File: src/rtl/button_event_ctrl.sv
// rtl/button_event_ctrl.sv - button event arbiter, auto-repeat FSM and event FIFO; optional release events via BTNCTRL_RELEASE_EN
module button_event_ctrl #(
  parameter int N_BTN      = 5,
  parameter int HOLD_CYC   = 50000000,
  parameter int REPEAT_CYC = 10000000,
  parameter int FIFO_DEPTH = 4
) (
  input  logic             clk,
  input  logic             rst_n,
  input  logic [N_BTN-1:0] btn_dn,
  input  logic [N_BTN-1:0] btn_up,
  input  logic [N_BTN-1:0] btn_lvl,
  output logic             evt_valid,
  input  logic             evt_ready,
  output logic [2:0]       evt_btn,
  output logic [1:0]       evt_kind,
  output logic             ovf,
  input  logic             ovf_clr
);

  localparam int CNT_MAX = (HOLD_CYC > REPEAT_CYC) ? HOLD_CYC : REPEAT_CYC;
  localparam int CW      = (CNT_MAX > 1) ? $clog2(CNT_MAX) : 1;
  localparam int AW      = $clog2(FIFO_DEPTH);
  localparam int CTW     = AW + 1;

  localparam logic [1:0] KIND_PRESS   = 2'd0;
  localparam logic [1:0] KIND_REPEAT  = 2'd1;
  localparam logic [1:0] KIND_RELEASE = 2'd2;

  typedef enum logic [1:0] {S_IDLE, S_HOLD, S_REPEAT} state_t;

  // Round-robin search: returns {found, index} of the first set bit at or after ptr, wrapping.
  function automatic logic [3:0] rr_pick(input logic [N_BTN-1:0] req, input logic [2:0] ptr);
    logic [3:0] res;
    logic [3:0] idx;
    res = '0;
    for (int k = N_BTN - 1; k >= 0; k--) begin
      idx = {1'b0, ptr} + 4'(k);
      if (idx >= 4'(N_BTN)) idx = idx - 4'(N_BTN);
      if (req[idx[2:0]]) res = {1'b1, idx[2:0]};
    end
    return res;
  endfunction

  function automatic logic [2:0] rr_next(input logic [2:0] g);
    return (g == 3'(N_BTN - 1)) ? 3'd0 : g + 3'd1;
  endfunction

  logic [N_BTN-1:0] pend;
  logic [2:0]       rr_ptr;
  state_t           state, state_nx;
  logic [2:0]       h, h_nx;
  logic [CW-1:0]    cnt, cnt_nx;
  logic [4:0]       mem [FIFO_DEPTH];
  logic [AW-1:0]    wr_ptr, rd_ptr;
  logic [CTW-1:0]   count;

  logic       can_push, pop, push, rep_req, grant_p, grant_r, rep_push, rep_drop;
  logic [3:0] p_pick, r_pick;
  logic [4:0] push_data;

  assign can_push  = (count < CTW'(FIFO_DEPTH));
  assign evt_valid = (count != '0);
  assign pop       = evt_valid && evt_ready;
  assign {evt_btn, evt_kind} = evt_valid ? mem[rd_ptr] : 5'd0;

  assign p_pick  = rr_pick(pend, rr_ptr);
  assign grant_p = can_push && p_pick[3];
  assign rep_req = btn_lvl[h] &&
                   (((state == S_HOLD)   && (cnt == CW'(HOLD_CYC - 1))) ||
                    ((state == S_REPEAT) && (cnt == CW'(REPEAT_CYC - 1))));
  // A repeat loses silently to a press grant; it only counts as a drop when the FIFO is full.
  assign rep_push = rep_req && can_push && !grant_p;
  assign rep_drop = rep_req && !can_push;

`ifdef BTNCTRL_RELEASE_EN
  logic [N_BTN-1:0] rel_pend;
  assign r_pick  = rr_pick(rel_pend, rr_ptr);
  assign grant_r = can_push && !p_pick[3] && !rep_req && r_pick[3];

  // Release pending bits: set by btn_up, cleared when the release event is queued.
  always_ff @(posedge clk) begin
    if (!rst_n) rel_pend <= '0;
    else        rel_pend <= (rel_pend & ~(grant_r ? (N_BTN'(1) << r_pick[2:0]) : '0)) | btn_up;
  end
`else
  logic unused_btn_up;
  assign unused_btn_up = ^btn_up;
  assign r_pick  = 4'd0;
  assign grant_r = 1'b0;
`endif

  // Select the single event pushed this cycle: press, then repeat, then release.
  always_comb begin
    push      = grant_p | rep_push | grant_r;
    push_data = {r_pick[2:0], KIND_RELEASE};
    if (grant_p)       push_data = {p_pick[2:0], KIND_PRESS};
    else if (rep_push) push_data = {h, KIND_REPEAT};
  end

  // Press pending bits and round-robin pointer; a new press wins over a same-cycle clear.
  always_ff @(posedge clk) begin
    if (!rst_n) begin
      pend   <= '0;
      rr_ptr <= '0;
    end else begin
      pend <= (pend & ~(grant_p ? (N_BTN'(1) << p_pick[2:0]) : '0)) | btn_dn;
      if (grant_p)      rr_ptr <= rr_next(p_pick[2:0]);
      else if (grant_r) rr_ptr <= rr_next(r_pick[2:0]);
    end
  end

  // Repeat FSM state register.
  always_ff @(posedge clk) begin
    if (!rst_n) begin
      state <= S_IDLE;
      h     <= '0;
      cnt   <= '0;
    end else begin
      state <= state_nx;
      h     <= h_nx;
      cnt   <= cnt_nx;
    end
  end

  // Repeat FSM next state: any press grant retargets, release of the held button idles.
  always_comb begin
    state_nx = state;
    h_nx     = h;
    cnt_nx   = cnt;
    if (grant_p) begin
      state_nx = S_HOLD;
      h_nx     = p_pick[2:0];
      cnt_nx   = '0;
    end else begin
      case (state)
        S_HOLD: begin
          if (!btn_lvl[h]) begin
            state_nx = S_IDLE;
            cnt_nx   = '0;
          end else if (cnt == CW'(HOLD_CYC - 1)) begin
            state_nx = S_REPEAT;
            cnt_nx   = '0;
          end else begin
            cnt_nx = cnt + 1'b1;
          end
        end
        S_REPEAT: begin
          if (!btn_lvl[h]) begin
            state_nx = S_IDLE;
            cnt_nx   = '0;
          end else if (cnt == CW'(REPEAT_CYC - 1)) begin
            cnt_nx = '0;
          end else begin
            cnt_nx = cnt + 1'b1;
          end
        end
        default: begin
          state_nx = S_IDLE;
          cnt_nx   = '0;
        end
      endcase
    end
  end

  // FIFO storage; contents need no reset because the head is masked while empty.
  always_ff @(posedge clk) begin
    if (push) mem[wr_ptr] <= push_data;
  end

  // FIFO pointers and occupancy.
  always_ff @(posedge clk) begin
    if (!rst_n) begin
      wr_ptr <= '0;
      rd_ptr <= '0;
      count  <= '0;
    end else begin
      if (push) wr_ptr <= wr_ptr + 1'b1;
      if (pop)  rd_ptr <= rd_ptr + 1'b1;
      case ({push, pop})
        2'b10:   count <= count + 1'b1;
        2'b01:   count <= count - 1'b1;
        default: count <= count;
      endcase
    end
  end

  // Sticky overflow flag; a drop in the same cycle as a clear keeps it set.
  always_ff @(posedge clk) begin
    if (!rst_n)        ovf <= 1'b0;
    else if (rep_drop) ovf <= 1'b1;
    else if (ovf_clr)  ovf <= 1'b0;
  end

endmodule

File: config.mk
export PLATFORM = sky130hd
export DESIGN_NAME = button_event_ctrl
export DESIGN_NICKNAME = d
export VERILOG_FILES = /design/src/rtl/button_event_ctrl.sv
export SDC_FILE = /design/constraint.sdc
export NUM_CORES = 1
export LEC_CHECK = 0
export ABC_AREA = 1
export BUFFER_PORTS_ARGS = -buffer_cell sky130_fd_sc_hd__buf_2
export CELL_PAD_IN_SITES_DETAIL_PLACEMENT = 0
export CELL_PAD_IN_SITES_GLOBAL_PLACEMENT = 1
export CORE_UTILIZATION = 50
export CTS_BUF_LIST = sky130_fd_sc_hd__clkbuf_2
export DETAILED_ROUTE_END_ITERATION = 16
export PLACE_DENSITY = 0.95
export SYNTH_ARGS = -nofsm -noshare
export SYNTH_HDL_FRONTEND = slang
export SYNTH_SLANG_ARGS = --single-unit
File: constraint.sdc
create_clock -name clk -period 10.2 [get_ports clk]
set_input_delay 0.51 -clock clk [delete_from_list [all_inputs] [get_ports clk]]
set_output_delay 0.51 -clock clk [all_outputs]
set_load 0.02 [all_outputs]
==> results of run 1 <==
==> through the flow <==
step	worst slack [ps]	total power [mW]
after floorplan	6690	1.12
after global placement	5800	1.31
after detailed placement	5730	1.33
after CTS	5720	1.48
after global routing	5270	1.64
final	5660	1.48
==> logic make-up (layout without fill, tap and decap cells) <==
family / count (synthesis) / after routing / synth area share (%)
AO/OA/AOI/OAI: 84 / 84 / 10.8
XOR/XNOR: 18 / 18 / 3.81
adder cells (fa/ha/maj): 23 / 23 / 6.99
buffers and inverters: 96 / 126 / 8.81
flip-flops: 69 / 69 / 36.5
AND/OR/NAND/NOR: 313 / 313 / 33.0
==> placed cells by master, fill, tap and decap left out, types with 11 or more instances in the layout <==
| master | instances |
|---|---|
| dfxtp_1 | 49 |
| o21ai_0 | 37 |
| xor2_1 | 14 |
| inv_1 | 85 |
| a21oi_1 | 30 |
| nor3_1 | 20 |
| clkbuf_2 | 11 |
| nand3_1 | 50 |
| nand2_1 | 124 |
| nor2_1 | 66 |
| nor2_2 | 11 |
| buf_2 | 20 |
| edfxtp_1 | 20 |
| nand4_1 | 16 |
| ha_1 | 21 |
==> power by group <==
part / internal (mW) / switching (mW) / total, mW
sequential: 0.387 / 0.0463 / 0.433
clock: 0.0571 / 0.0907 / 0.148
combinational: 0.281 / 0.619 / 0.900
==> worst max-delay path by stage <==
stage | from | cells past startpoint | to
after floorplan | rr_ptr[1] | 22 | count[2]
after global placement | rr_ptr[0] | 22 | count[2]
after detailed placement | rr_ptr[0] | 22 | count[2]
after CTS | rr_ptr[0] | 22 | count[2]
after global routing | rr_ptr[0] | 22 | count[2]
final | rr_ptr[0] | 22 | count[2]
==> layout make-up <==
| type | count | area share, % |
|---|---|---|
| Clock buffer | 11 | 1.19 |
| Clock inverter | 5 | 1.11 |
| Inverter | 90 | 7.41 |
| Multi-Input combinational cell | 438 | 51.1 |
| Sequential cell | 69 | 34.2 |
| Tap cell | 105 | 2.84 |
| Timing Repair Buffer | 20 | 2.16 |
==> registers in the layout, summed over array words and instances, names as in the netlist, named ones only <==
register,flops
state,2
rd_ptr,2
rr_ptr,3
wr_ptr,2
cnt,26
pend,5
count,3
mem,20
h,3
ovf,1
==> routing by layer <==
layer	global-route usage, %	routed length (um)	up-vias
li1	-	-	2036
met1	29.1	4460	1781
met2	39.0	4700	98
met3	5.34	434	13
met4	6.82	158	0
met5	0	0	-
==> tightest hold or removal path: stages <==
cell     delay [ps]
buf_2            90
inv_1            50
a21oi_1          60
==> out/results.txt, run 1 <==
The run finished with clean final reports. The logs give 670 for the count of nets after finishing and 220 MHz for the highest clock frequency the design can meet. The largest total area in the synthesized netlist belongs to dfxtp_1. The clock period could shrink to 4540 ps. The share of synthesized area in the top cell type comes to 22.7%. In this run, the number of DRC markers left after iteration 0 of detailed routing was 277. For this block, the routed nets add up to 9750 um of wire.

The mapped netlist covers 4330 sq um. The CTS root buffer was clkbuf_2. For this run, the leading register cell type out of synthesis is dfxtp_1. Slew of the pin with the lowest slew margin: 787 ps. The layout overhead on the synthesized area is 6.91%. The run gives 4520 sq um as the cell area reported after detailed placement.

The signal on the critical path passes through inv_2 > ha_1 > ha_1 > nand2_1 > nand2_1 > nand2_1 > nand2_1 > nand2_1 > nand3_1 > nand2_1 > a21oi_1 > nand3_2 > nand2_4 > nand2_1 > inv_1 > ha_1 > inv_1 > fa_1 > a21oi_1 > o21ai_0 > o21ai_0 > a21oi_1. During I/O placement, the number of pins put on the boundary was 26. The area occupied by multi-input gates is 2370 sq um.

The total overflow left after global routing is 0. The tools report the critical path capture point type as a flip-flop. Global routing used 23.1% of the available tracks. The run gives 7410 um as the half-perimeter wire length of the detailed placement result.

The tools report the gate count of the mapped netlist as 603. For the worst voltage drop across the vdd grid, the log shows 0.0000951 V. Setup repair after global routing left no endpoint under its margin. The maximum clock insertion buffer count was 2; the biggest fanout along the worst timing path was 15.

Clock tree synthesis inserted a total of 9 buffers. The run gives 3601 as the number of global-route vias before repair. Counting flops with a built-in enable in the synthesized netlist gives 20.

The maximum cell stage delay along the critical path came out at 850 ps. The count of nets left with antenna violations once routing finished came out at 0. The filler cells instantiated in the layout total 799. Ranked by instance count, the synthesized netlist is headed by nand2_1, inv_1, nor2_1. In the synthesized netlist the async set-or-reset flop fraction comes to 0%. The worst hold path belongs to the class in2reg.

Post-CTS setup repair buffer count: 0. Core region area: 8300 sq um. Setup violations remaining at the end of the flow were counted as 0. The max-cap violation count is 0. For this run, the register share of the synthesized area comes to 36.5%. For the number of antenna violations at the first check in global routing, the log shows 0. Of the available clock period, the critical path in the final layout requires 44.5%. The tools report the count of placed standard cells in the final layout, fillers left out as 738. The floorplan step defined a die boundary enclosing 9040 sq um. In this run the horizontal extent of the chip is 95.1 um. Dividing total power by cell area gives a power density of 320 nW/um^2.

The detail-routed net length per standard cell is 13.2 um, and the register bit count reported by yosys is 69. The sequential standard cell area is 1580 sq um. The fraction of final layout cells sized beyond drive strength 1 came out at 10.1%. The worst setup path is launched from a flip-flop.

The logs give 0 ps for the setup TNS after final layout and 0 for the number of buffers inserted by hold repair at cts. The average footprint of a synthesized cell came out at 7.18 sq um. The number of nets in the synthesized netlist is 645.

The netlist uses 42 different library cells. Data arrives at the worst endpoint at 4920 ps. The cell count of the worst reg-to-reg path was 22; the CTS sink count was 69. Once layout is done, the placed cells without fillers occupy 4630 sq um.

The pin count of the biggest net entering global routing was 20. The worst register-to-register path ends at count[2]. In this run the static leakage power is 1.86 nW. Once the clock tree was built, the resizer swapped 0 gates to a different size. In this run the core area contains 33 standard-cell rows. By area the synthesized netlist is led by dfxtp_1, edfxtp_1, nand2_1, inv_1, ha_1. Number of hold violations in the final report: 0. CTS built an H-tree with a depth of 3. For the number of warnings printed during yosys synthesis, the log shows 0. The first detailed-routing pass ran for 4 iterations. The dominant cell by count in the synthesized netlist was nand2_1. Dividing the detail-routed via count by the number of cells gives 5.32. The total inserted antenna cells came out at 0.

The first global-routing pass estimated 16100 um of wire. The setup check on the worst reg-to-reg path leaves a slack of 5660 ps. Once the floorplan was initialized, standard cells occupied 52.2% of the core.

The worst hold path begins at btn_dn[0]. The number of cells on the worst hold path works out to 3. The final route contains 3928 vias. For the clock latency at the later pin of the worst-skew pair, the log shows 490 ps.

The largest individual stage delay along the critical path comes from the cell dfxtp_1. The path with the worst hold slack has its endpoint at pend[0]. The number of max-slew violations in the final report was 0; the required time of the worst setup path was 10590 ps. The count of input and output buffers came out at 20. The run gives 55.8% as the utilization of the core after routing. In this run the critical register-to-register path is launched from rr_ptr[0]. Most common cell type on the critical path: nand2_1. The critical path is of the reg2reg type. For the final database, setup skew stands at 27.4 ps.

The height of the die was 95.1 um. TritonCTS built the clock tree. Final hold analysis gives a worst-case slack of 252 ps. The critical path buffer and inverter count came out at 3. The cell type group with the largest total delay on the critical path is adder cells. After clock tree synthesis, the clock-pin slew on the worst setup and hold paths is 170 ps. The tools report the max-slew headroom at the worst pin as 47.1%. The congestion estimate from routability-driven global placement came to 0.890.

The number of placed instances, taps included, is 722. After detailed routing, the number of remaining DRC violations is 0.
Power figures use the tool's default switching activity.
==> run 2, diff against run 1 <==
--- a/config.mk
+++ b/config.mk
@@ -9,10 +9,10 @@
 export BUFFER_PORTS_ARGS = -buffer_cell sky130_fd_sc_hd__buf_2
 export CELL_PAD_IN_SITES_DETAIL_PLACEMENT = 0
 export CELL_PAD_IN_SITES_GLOBAL_PLACEMENT = 1
-export CORE_UTILIZATION = 50
+export CORE_UTILIZATION = 46
 export CTS_BUF_LIST = sky130_fd_sc_hd__clkbuf_2
 export DETAILED_ROUTE_END_ITERATION = 16
-export PLACE_DENSITY = 0.95
+export PLACE_DENSITY = 0.9
 export SYNTH_ARGS = -nofsm -noshare
 export SYNTH_HDL_FRONTEND = slang
 export SYNTH_SLANG_ARGS = --single-unit
==> constraint.sdc (replaced) <==
create_clock -name clk -period 4.7 [get_ports clk]
set_input_delay 0.235 -clock clk [delete_from_list [all_inputs] [get_ports clk]]
set_output_delay 0.235 -clock clk [all_outputs]
set_load 0.02 [all_outputs]
==> out/results.txt, run 2 (synthesis gave the netlist of run 1 again) <==
The flow ran to the end, and the final reports show no timing, DRC or antenna violations. The number of max-slew violations in the final report came out at 0 (unchanged). The leakage component of the power is 1.90 nW (+2.2%). The placer congestion estimate is 0.907 (+1.9%), and the flip-flop count of the largest register after layout is 26 (unchanged). The run gives 5110 ps (-5480 ps) as the required time of the worst setup path. The detailed-route vias per instance was 5.26 (-1.3%); the count of H-tree levels built during CTS was 3 (unchanged).

The aggregate routed wire length was 9930 um (+1.8%); the fraction of the cycle the final worst path needs was 84.4% (+40 points). The clock latency at the later pin of the worst-skew pair is 510 ps (+20 ps). The die area came out at 9810 sq um (+8.5%). The startpoint-to-endpoint class of the critical path was reg2reg.

The run gives 51.4% (-4.3 points) as the utilization of the core after routing. The most common cell type on the critical path was nand2_1. The tools report the total number of vias as 3947 (+0.48%). Setup repair after global routing left no endpoint under its margin. Detail-routed net length per standard cell: 13.2 um (about the same). The total global routing overflow is 0 (unchanged).

Walking the worst path, the cells encountered are inv_1 > ha_1 > ha_1 > nand2_1 > nand2_1 > nand2_1 > nand2_1 > nand2_1 > nand3_1 > nand2_1 > a21oi_1 > nand3_2 > nand2_4 > nand2_1 > inv_1 > ha_1 > inv_1 > fa_1 > a21oi_1 > o21ai_0 > o21ai_0 > a21oi_1. The run gives 2370 sq um (unchanged) as the area occupied by multi-input gates. The run gives 677 (+1.0%) as the count of nets after finishing. The worst hold path belongs to the class in2reg.

The number of I/O pins was 26 (unchanged). TritonCTS built the clock tree. Maximum cell stage delay along the critical path: 440 ps (-410 ps). The post-CTS setup repair buffer count was 0 (unchanged).

The run gives 7530 um (+1.6%) as the half-perimeter wire length of the detailed placement result. The die boundary width works out to 99.0 um (+4.2%). The run gives 3653 (+1.4%) as the number of global-route vias before repair. Register bank with the most flops: cnt. Leaving out fill and tap cells, the most frequent cell in the layout is nand2_1. The count of input and output buffers works out to 20 (unchanged). The final critical path time including I/O delays and setup is 3970 ps (-570 ps), and the maximum clock insertion buffer count is 2 (unchanged).

The final-report setup violation count is 0 (unchanged). The logs give 0 ps (unchanged) for the setup TNS after final layout and 28.2 ps (+0.872 ps) for the maximum clock skew at final layout. The tools report the number of nets with antenna violations after routing as 0 (unchanged).

The CTS sink count was 69 (unchanged). For this design, the slowest cell found on the critical path is dfxtp_1. The first-pass detailed-route iteration total was 4 (unchanged); the detailed-route DRC error count was 0 (unchanged). The global-route wire length before repair came out at 16700 um (+3.8%). For the number of buffers created by CTS, the log shows 9 (unchanged). Fraction of final layout cells sized beyond drive strength 1: 10.3% (+0.20 points). For the post-cts sizing count, the log shows 0 (unchanged).

The worst setup path is launched from a flip-flop. The critical path capture point type was a flip-flop. The run gives 929 (+16%) as the fill cell instance count of the final layout. The total power of the final layout was 3.29 mW (+120%). The number of hold violations in the final report came out at 0 (unchanged).

The worst voltage drop across the vdd grid is 0.000251 V (+160%). The biggest fanout along the worst timing path came out at 10 (-5). The max-cap violation count is 0 (unchanged). The core region area was 9200 sq um (+11%); the height of the die was 99.0 um (+4.2%). The logs give 54.2% (+7.1 points) for the max-slew headroom at the worst pin and 0 (unchanged) for the number of antenna violations at the first check in global routing. The run gives 1580 sq um (unchanged) as the sequential standard cell area. The initial standard-cell utilization of the core is 47.1% (-5.1 points), and the total inserted antenna cells is 0 (unchanged).

For the pin count of the biggest net entering global routing, the log shows 20 (unchanged). In this run the clock root is driven by a clkbuf_2. In the layout the commonest cells are nand2_1, inv_1, nor2_1. The layout overhead on the synthesized area is 9.25%, and the final setup slack of the worst path is 733 ps (-4930 ps).

The highest clock frequency the design can meet was 252 MHz (+14%); the clock transition at the registers of the reported paths was 210 ps (+40 ps). In the final layout, the registers with the most flip-flops are cnt: 26 flops, mem: 20 flops, pend: 5 flops. For the worst-case setup slack after placement, the log shows 717 ps (-5010 ps).

The slew of the pin with the lowest slew margin came out at 682 ps (-106 ps). The signal arrival time at the worst endpoint was 4380 ps (-540 ps). The logs give 198 (-29%) for the number of DRC markers in iteration 0 and 21.6% (-1.5 points) for the overall global routing resource usage.

Cell area power density: 696 nW/um^2 (+120%). The number of placement rows is 35 (+6.1%).
-- run 2: cell count changes in the layout (fill, tap and decap cells not counted), sizes merged --
cell         before  now
buf              20   22
bufinv            1    2
clkbuf           11    9
clkinv            5    6
dlygate4sd3       0    5
-- run 2: stage by stage --
step | cells | area (sq um) | hold slack (ps)
finish | 751 | 4730 | 61.4
global route | 751 | 4730 | 6.72
detailed placement | 730 | 4550 | 453
CTS | 751 | 4730 | 22.2
floorplan | 603 | 4330 | 352
global placement | 730 | 4550 | 438
-- run 2: final timing paths --
check | slack [ps] | start | end | depth (start not counted)
max reg2reg | 730 | rr_ptr[1] | count[2] | 22
max | 730 | rr_ptr[1] | count[2] | 22
min reg2reg | 470 | pend[1] | pend[1] | 2
min | 60 | evt_ready | flip-flop | 4
-- run 2: report_power, final --
part           switching (mW)  leakage, nW  internal (mW)  total, mW
clock                   0.210       0.0793          0.173      0.383
sequential             0.0719        0.590          0.839      0.911
combinational            1.37         1.23          0.628       2.00
-- run 2: layout make-up --
cell class                 instances  area share (%)
multi-input combinational        438            50.0
sequential                        69            33.4
inverter                          90            7.25
timing repair buffer              27            3.49
tap                              111            2.94
clock inverter                     7            1.90
clock buffer                       9           0.952
-- run 2: per-layer routing --
metal | GRT usage, % | vias up | routed length (um)
li1 | - | 2057 | -
met2 | 36.8 | 75 | 4760
met1 | 26.9 | 1795 | 4630
met4 | 6.66 | 0 | 191
met3 | 5.18 | 20 | 352
met5 | 0 | - | 0
-- run 2: critical path, delay by kind of cell (launching register included) --
family / cells / cell delay [ps]
compound gates: 5 / 690
flops: 1 / 440
simple gates: 10 / 1080
buf+inv: 3 / 480
fa+ha+maj: 4 / 1190
-- run 2: timing repair --
item | 4_1_cts | 5_1_grt
endpoints found under the setup margin | 0 | 0
hold buffers | 5 | 0
endpoints found under the hold margin | 5 | 0
==> run 3, diff against run 2 <==
==> constraint.sdc (replaced) <==
create_clock -name clk -period 4.1 [get_ports clk]
set_input_delay 0.205 -clock clk [delete_from_list [all_inputs] [get_ports clk]]
set_output_delay 0.205 -clock clk [all_outputs]
set_load 0.02 [all_outputs]
==> out/results.txt, run 3 (synthesis gave the netlist of run 1 again) <==
The tools report the part of the total power dissipated in sequential elements as 27.5% (-0.2 points). The tools report the critical path capture point type as a flip-flop. Signal arrival time at the worst endpoint: 4090 ps (-290 ps). For the setup TNS after final layout, the log shows 0 ps (unchanged). The run gives 0.000239 V (-4.9%) as the worst voltage drop across the vdd grid. The height of the die came out at 99.0 um (unchanged). The clock network fraction of total power came out at 11.5% (about the same). The flow ran to the end, and the final reports show no timing, DRC or antenna violations. The tools report the maximum clock skew at final layout as 30.9 ps (+2.63 ps).

The total inserted antenna cells was 0 (unchanged). The register bank with the most flops is cnt. The highest clock frequency the design can meet is 271 MHz (+7.5%). The fraction of the cycle the final worst path needs is 90.0% (+5.6 points), and the detailed-route vias per instance is 5.23 (-0.47%). The slew of the pin with the lowest slew margin came out at 721 ps (+39.4 ps).

TritonCTS built the clock tree. For the number of max-slew violations in the final report, the log shows 0 (unchanged). The startpoint-to-endpoint class of the critical path was reg2reg.

For the number of DRC markers in iteration 0, the log shows 199 (+0.51%). The number of antenna violations at the first check in global routing came out at 0 (unchanged). The number of nets with antenna violations after routing was 0 (unchanged); the layout overhead on the synthesized area was 9.56%. The CTS sink count is 69 (unchanged). The top cell types in the final layout, fill and taps aside, are nand2_1, inv_1, nor2_1. The overall global routing resource usage is 21.1% (-0.47 points).

The flip-flop count of the largest register after layout was 26 (unchanged); the cell area power density was 800 nW/um^2 (+15%). In the final layout, the registers with the most flip-flops are cnt: 26 flops, mem: 20 flops, pend: 5 flops. Number of I/O pins: 26 (unchanged). The logs give 1.89 mW (+15%) for the reported net switching power and 3939 (-0.20%) for the total number of vias. The clock transition at the registers of the reported paths was 190 ps (-20 ps). The final setup slack of the worst path was 410 ps (-323 ps).

For the total power of the final layout, the log shows 3.80 mW (+15%). The tools report the part of the total power dissipated in combinational logic as 61.0% (+0.3 points). Setup repair after global routing left no endpoint under its margin. The tools report the count of H-tree levels built during CTS as 3 (unchanged). The detailed-route DRC error count was 0 (unchanged).

Leakage component of the power: 1.91 nW (+0.51%). For the global-route wire length before repair, the log shows 16500 um (-1.2%). The pin count of the biggest net entering global routing came out at 20 (unchanged). The core region area is 9200 sq um (unchanged). The logs give 0 (unchanged) for the max-cap violation count and 9 (unchanged) for the number of buffers created by CTS.

Clock tree synthesis selected as its root buffer the cell clkbuf_2. The clock latency at the later pin of the worst-skew pair is 510 ps (about the same), and the final critical path time including I/O delays and setup is 3690 ps (-277 ps). The utilization of the core after routing was 51.6% (+0.15 points). The switching part of the total was 49.9% (-0.29 points); the count of input and output buffers was 20 (unchanged). The fraction of final layout cells sized beyond drive strength 1 was 10.4% (+0.12 points); the number of global-route vias before repair was 3683 (+0.82%). The number of hold violations in the final report came out at 0 (unchanged).

The run gives 47.1% (unchanged) as the initial standard-cell utilization of the core. The maximum clock insertion buffer count was 2 (unchanged). The tools report the placer congestion estimate as 0.898 (-1.1%). For the worst-case setup slack after placement, the log shows 436 ps (-281 ps).

The number of placement rows was 35 (unchanged); the flop-to-flop setup slack was 410 ps (-320 ps). The cell internal power dissipation is 1.90 mW (+16%), and the required time of the worst setup path is 4500 ps (-610 ps). The count of nets after finishing is 679 (+0.30%). The biggest fanout along the worst timing path is 9 (-1), and the die area is 9810 sq um (unchanged). The tools report the max-slew headroom at the worst pin as 51.6% (-2.6 points).

The worst slack on hold paths is 42.0 ps (-19.5 ps). The critical path launch point type was a flip-flop. The die boundary width was 99.0 um (unchanged); the aggregate routed wire length was 9730 um (-2.0%). The final-report setup violation count came out at 0 (unchanged). The library cell used most frequently in the layout, excluding fill and tap cells, is nand2_1.

The total global routing overflow came out at 0 (unchanged). The half-perimeter wire length of the detailed placement result is 7370 um (-2.0%), and the first-pass detailed-route iteration total is 5 (+1). The detail-routed net length per standard cell works out to 12.9 um (-2.3%). In this run the worst hold path is classified as in2reg.
-- run 3: cell count changes in the layout (fill, tap and decap cells not counted), sizes merged --
cell	delta
buf	+1
dlygate4sd3	+1
clkinv	-2
clkbuf	+2
-- run 3: final cells by class --
| cell class | count | area, sq um |
|---|---|---|
| fill | 884 | 4450 |
| multi-input combinational | 438 | 2370 |
| sequential | 69 | 1580 |
| inverter | 90 | 343 |
| timing repair buffer | 29 | 183 |
| tap | 111 | 139 |
| clock inverter | 5 | 76.3 |
| clock buffer | 11 | 55.1 |
-- run 3: what timing repair did --
item | CTS | global route
gates resized for setup | 0 | 0
setup endpoints to repair | 0 | 0
hold buffers | 6 | 0
endpoints found under the hold margin | 6 | 0
setup buffers | 0 | 0
-- run 3: final timing paths --
check / start / to / cells after the start
setup / recovery: rr_ptr[1] / count[2] / 22
hold / removal: evt_ready / rd_ptr[0] / 4
hold reg to reg: rd_ptr[1] / flip-flop / 2
setup reg to reg: rr_ptr[1] / count[2] / 22
-- run 3: metal layers --
metal / vias up / wire (um) / part of all wire (%) / GRT usage [%]
li1: 2059 / - / - / -
met1: 1779 / 4360 / 45 / 26.3
met2: 86 / 4800 / 49 / 37.3
met3: 15 / 462 / 4.7 / 4.18
met4: 0 / 111 / 1.1 / 5.28
met5: - / 0 / 0 / 0
-- run 3: stage by stage --
step / instance area (sq um) / cells
floorplan: 4330 / 603
global placement: 4550 / 731
detailed placement: 4550 / 731
CTS: 4740 / 753
global route: 4740 / 753
finish: 4740 / 753
-- run 3: power by group through the flow --
stage	Combinational, mW	Clock, mW	Sequential (mW)
floorplan	1.75	0	1.04
global placement	2.24	0	1.06
detailed placement	2.29	0	1.06
CTS	2.31	0.443	1.04
global route	2.64	0.474	1.06
finish	2.32	0.435	1.05
-- run 3: worst max-delay path, stage by stage (launching register included) --
cell and delay, ps:
dfxtp_1 430, inv_1 160, ha_1 250, ha_1 350, nand2_1 110, nand2_1 170
nand2_1 90, nand2_1 100, nand2_1 60, nand3_1 70, nand2_1 70, a21oi_1 200
nand3_2 160, nand2_4 150, nand2_1 120, inv_1 90, ha_1 130, inv_1 60
fa_1 370, a21oi_1 140, o21ai_0 110, o21ai_0 150, a21oi_1 50
